===== src/rtl/fifo_rd_stream.sv =====
// Read-side drain stage behind the synchronous FIFO: issues reads, absorbs
// the registered FIFO output into a 2-entry skid buffer, streams it out.
module fifo_rd_stream #(
   parameter int FIFO_WIDTH = 16,
   parameter int CNT_WIDTH  = 16
) (
   input  logic                  clk,
   input  logic                  rst_n,
   input  logic                  enable,
   input  logic                  fifo_empty,
   input  logic [FIFO_WIDTH-1:0] fifo_data_out,
   input  logic                  fifo_underflow,
   output logic                  fifo_rd_en,
   output logic                  m_valid,
   output logic [FIFO_WIDTH-1:0] m_data,
   input  logic                  m_ready,
   output logic                  busy,
   output logic [CNT_WIDTH-1:0]  drained_cnt,
   output logic                  underflow_err,
   input  logic                  clr_err
);

   typedef enum logic [1:0] {
      IDLE  = 2'd0,
      RUN   = 2'd1,
      DRAIN = 2'd2
   } state_t;

   state_t                state, state_nxt;
   logic [1:0]            occ, occ_nxt;
   logic                  inflight, inflight_nxt;
   logic [FIFO_WIDTH-1:0] buf0, buf1;
   logic [FIFO_WIDTH-1:0] buf0_nxt, buf1_nxt;
   logic                  pop, capture;
   logic [1:0]            level;
   logic                  settle;

   assign m_valid = (occ != 2'd0);
   assign m_data  = buf0;
   assign busy    = (state != IDLE);
   assign pop     = m_valid && m_ready;
   assign capture = inflight;

   // Occupancy after this edge, before counting a read issued now.
   assign level = 2'(occ + {1'b0, inflight} - {1'b0, pop});

   assign fifo_rd_en   = enable && !fifo_empty && (level < 2'd2);
   assign inflight_nxt = fifo_rd_en;
   assign occ_nxt      = 2'(occ + {1'b0, capture} - {1'b0, pop});

   always_comb begin
      buf0_nxt = buf0;
      buf1_nxt = buf1;
      case ({pop, capture})
         2'b01: begin
            if (occ == 2'd0) buf0_nxt = fifo_data_out;
            else             buf1_nxt = fifo_data_out;
         end
         2'b10: buf0_nxt = buf1;
         2'b11: begin
            if (occ == 2'd1) begin
               buf0_nxt = fifo_data_out;
            end else begin
               buf0_nxt = buf1;
               buf1_nxt = fifo_data_out;
            end
         end
         default: ;
      endcase
   end

   // Nothing buffered or in flight after this edge, and no reason to read.
   assign settle = (occ_nxt == 2'd0) && !inflight_nxt
                   && (fifo_empty || !enable);

   always_comb begin
      state_nxt = state;
      case (state)
         IDLE: begin
            if (fifo_rd_en) state_nxt = RUN;
         end
         RUN: begin
            if (settle)       state_nxt = IDLE;
            else if (!enable) state_nxt = DRAIN;
         end
         DRAIN: begin
            if (settle)      state_nxt = IDLE;
            else if (enable) state_nxt = RUN;
         end
         default: state_nxt = IDLE;
      endcase
   end

   always_ff @(posedge clk or negedge rst_n) begin
      if (!rst_n) begin
         state    <= IDLE;
         occ      <= 2'd0;
         inflight <= 1'b0;
         buf0     <= '0;
         buf1     <= '0;
      end else begin
         state    <= state_nxt;
         occ      <= occ_nxt;
         inflight <= inflight_nxt;
         buf0     <= buf0_nxt;
         buf1     <= buf1_nxt;
      end
   end

   always_ff @(posedge clk or negedge rst_n) begin
      if (!rst_n) begin
         drained_cnt   <= '0;
         underflow_err <= 1'b0;
      end else begin
         if (pop && (drained_cnt != {CNT_WIDTH{1'b1}}))
            drained_cnt <= drained_cnt + 1'b1;
         if (fifo_underflow)
            underflow_err <= 1'b1;
         else if (clr_err)
            underflow_err <= 1'b0;
      end
   end

endmodule


===== config.mk =====
export PLATFORM = sky130hd
export DESIGN_NAME = fifo_rd_stream
export DESIGN_NICKNAME = d
export VERILOG_FILES = /design/src/rtl/fifo_rd_stream.sv
export SDC_FILE = /design/constraint.sdc
export NUM_CORES = 1
export LEC_CHECK = 0
export ABC_AREA = 1
export CORE_MARGIN = 3
export CORE_UTILIZATION = 55
export CTS_CLUSTER_SIZE = 24
export DETAILED_ROUTE_END_ITERATION = 8
export PLACE_DENSITY = 0.84
export SYNTH_ARGS = -nofsm -noshare
export SYNTH_HDL_FRONTEND = slang
export SYNTH_SLANG_ARGS = --single-unit
export TNS_END_PERCENT = 100

===== constraint.sdc =====
create_clock -name clk -period 3 [get_ports clk]
set_clock_uncertainty 0.1 [all_clocks]
set_input_delay 0.6 -clock clk [delete_from_list [all_inputs] [get_ports clk]]
set_output_delay 0.6 -clock clk [all_outputs]
set_load 0.005 [all_outputs]

==> impl_metrics.json <==
{
  "yosys.area.top_type_share_pct": 48.78,
  "initial_core_util_pct": 57.88,
  "grt_pass1_vias": 2487,
  "pwr_density_cell_nw_per_um2": 920.7,
  "path_delay_family": "buffers and inverters",
  "tightest_slew_ns": 0.6127,
  "ys_seq_area_share_pct": 48.78,
  "cts_num_sinks": 54,
  "dp_cells": 452,
  "dieHeight_um": 76.97,
  "power.total_mw": 3.267,
  "cap_violations": 0,
  "cp_common_cell": "inv_1",
  "yosys_warnings": 0,
  "vias_per_cell": 5.253,
  "synth.area.top_cells": "dfrtp_1 (49%), nand2_1 (11%), nand3_1 (6.0%)",
  "synth_largest_area_cell": "dfrtp_1",
  "root_buffer": "clkbuf_8",
  "hold_viol_final": 0,
  "synth_simple_gate_area_share_pct": 26.15,
  "p_sw_share_pct": 39.05,
  "dr.pass1.iters": 6,
  "grt_pass1_wl_um": 11060,
  "pwr-share-seq_pct": 38.9,
  "finalSetupViolCount": 0,
  "drc_errors": 0,
  "cts_tree": "yes",
  "postSynthNetCount": 358,
  "vias": 2432,
  "wl_per_cell_um": 13.47,
  "period_needed_ns": 2.797,
  "status": "finished clean",
  "worst-path-buf-inv": 5,
  "max_stage_delay_ns": 0.37,
  "synth_fa_ha_area_share_pct": 1.355,
  "cp-end-kind": "output port",
  "grt_usage_pct": 23.03,
  "max_freq_mhz": 357.5,
  "wirelength_um": 6235,
  "clock_power_share_pct": 13.7,
  "instances_no_fill": 463,
  "path_class": "reg2out",
  "drive_above_1_share_pct": 12.12,
  "synth.distinct_cells": 26,
  "path_clk_slew_ns": 0.10,
  "synth-compound-area-share_pct": 11.97,
  "portBuffers": 58,
  "peakVddDrop_mv": 0.5753,
  "p_switching_mw": 1.276,
  "cts_max_path_buffers": 2,
  "syn_to_final_growth_pct": 28.09,
  "cts-buffers-inserted": 5,
  "htree_levels": 2,
  "antenna_cells": 0,
  "rsz0062_at_grt": "false",
  "fp.dieW_um": 76.97,
  "synth.area.mux_share_pct": 0,
  "die-area_um2": 5924,
  "hold_ws_ns": 0.1811,
  "cts.hold.buffers_added": 0,
  "synth_seq_cells": 54,
  "overflow": 0,
  "start_kind": "flop",
  "synth_xor_area_share_pct": 3.478,
  "p_leak_nw": 1.633,
  "crit_arrival_ns": 2.10,
  "finalNetCount": 421,
  "synth.cell_area_um2": 2770,
  "hpwl_um": 4349,
  "insertion_delay_ns": 0.32,
  "core_area_um2": 4786,
  "critPathRequiredTime_ns": 2.30,
  "antenna_left": 0,
  "finalCritPeriodShare_pct": 93.24,
  "path_max_fanout": 4,
  "synthesis.instances": 332,
  "drv_slew": 0,
  "hp-class": "in2async",
  "antenna_found_initial": 0,
  "syn_avg_cell_area_um2": 8.344,
  "internal-power_mw": 1.991,
  "synth_top_family_by_area": "simple AND/OR/NAND/NOR gates",
  "path_cells": "inv_2 > nand2_4 > nand2_4 > ha_1 > inv_1 > ha_2 > inv_1 > nand2_1 > nand2_1 > nand3_2 > nand3_1 > inv_1 > dlygate4sd2_1",
  "drt_iter0_markers": 150,
  "grt_max_degree": 33,
  "cp_slowest_cell": "dfrtp_1",
  "rows": 25,
  "maxSlewHeadroom_pct": 59.15,
  "p_comb_share_pct": 47.4,
  "fill_cells": 373,
  "ioPinCount": 59,
  "gp_congestion": 0.8432
}
-- cells in the mapped netlist --
cell / count
dfrtp_1: 54
nand2_1: 81
o21bai_1: 2
inv_2: 2
nor3_1: 7
nand3_1: 33
xor2_1: 10
inv_1: 38
clkbuf_1: 2
nor3_2: 1
buf_2: 3
ha_1: 3
nand4_1: 2
buf_6: 3
o21ai_1: 7
o21ai_0: 4
nand2_4: 2
nand3b_1: 1
o21ai_2: 16
nand2_2: 4
a31oi_1: 16
o31ai_4: 1
nor2_4: 1
nor2_1: 35
buf_4: 3
xnor2_1: 1
-- stage by stage --
step	instance area, um^2	TNS [ns]	utilization [%]	worst slack [ns]
after floorplan	2770	0	-	0.7458
after global placement	3421	-0.3124	71.48	-0.3124
after detailed placement	3421	-0.3608	71.48	-0.3608
after CTS	3548	0	74.14	0.1869
after global routing	3548	0	74.14	0.08492
final	3548	0	74.14	0.2028
-- cells in the final DEF, fill, tap and decap left out --
master	netlist	routed
nand3_1	33	32
nor3_2	1	1
nor2_1	35	35
dlygate4sd2_1	0	1
o21ai_1	7	7
o21bai_1	2	2
xnor2_1	1	1
nand4_1	2	2
nand2_1	81	81
clkdlybuf4s15_1	0	1
ha_2	0	1
clkinvlp_4	0	1
o31ai_4	1	1
clkdlybuf4s50_1	0	55
buf_12	0	2
ha_1	3	2
nor3_1	7	7
inv_2	2	3
inv_6	0	1
o21ai_2	16	16
buf_4	3	7
dfrtp_1	54	54
clkbuf_8	0	6
nand2_4	2	2
nand2_2	4	4
xor2_1	10	10
a31oi_1	16	16
inv_1	38	37
nand3b_1	1	1
o21ai_0	4	4
nand3_2	0	1
nor2_4	1	1
buf_2	3	1
-- registers in the layout, indices dropped and copies added (netlist names) --
signal / count
state: 2
capture: 1
underflow_err: 1
buf1: 16
m_data: 16
drained_cnt: 16
occ: 2
-- logic make-up (layout without fill, tap and decap cells) --
group / Yosys count / after routing
adder cells (fa/ha/maj): 3 / 3
AND/OR/NAND/NOR: 167 / 167
XOR/XNOR: 11 / 11
buffers and inverters: 51 / 115
AO/OA/AOI/OAI: 46 / 46
flip-flops: 54 / 54
-- layout make-up --
| class | count | area (um^2) | area share, % |
|---|---|---|---|
| Tap cell | 67 | 83.83 | 2.362 |
| Clock buffer | 6 | 82.58 | 2.327 |
| Multi-Input combinational cell | 227 | 1197 | 33.74 |
| Clock inverter | 2 | 16.27 | 0.4584 |
| Inverter | 40 | 150.1 | 4.231 |
| Sequential cell | 54 | 1351 | 38.08 |
| Timing Repair Buffer | 67 | 666.9 | 18.79 |
-- routing by layer --
layer	up-vias	part of all wire (%)	GRT usage [%]
li1	1194	-	-
met1	1167	43	28.01
met2	61	50	39.46
met3	10	5.1	5.047
met4	0	2.0	9.786
met5	-	0	0
-- final timing paths --
| path | slack [ns] | endpoint | start | depth (start not counted) |
|---|---|---|---|---|
| max | 0.20 | fifo_rd_en | occ[0] | 13 |
| min | 0.18 | drained_cnt[14] | rst_n | 1 |
| max reg2reg | 0.95 | drained_cnt[14] | drained_cnt[0] | 8 |
| min reg2reg | 0.39 | buf1[15] | buf1[15] | 2 |
| max in group asynchronous | 2.06 | buf1[7] | rst_n | 2 |
| min in group clk | 0.39 | buf1[15] | buf1[15] | 2 |
-- what timing repair did --
action	in CTS	in global routing
gates resized for setup	6	0
endpoints found under the hold margin	0	0
setup endpoints to repair	1	0
buffers inserted	3	0
-- power by group through the flow --
stage                     Sequential, mW  Clock (mW)  Combinational, mW
after floorplan                     1.26           0              0.887
after global placement              1.27           0               1.44
after detailed placement            1.28           0               1.51
after CTS                           1.27       0.452               1.56
after global routing                1.32       0.477               1.73
final                               1.27       0.448               1.55
No activity file was read; power rests on OpenSTA's default activity.
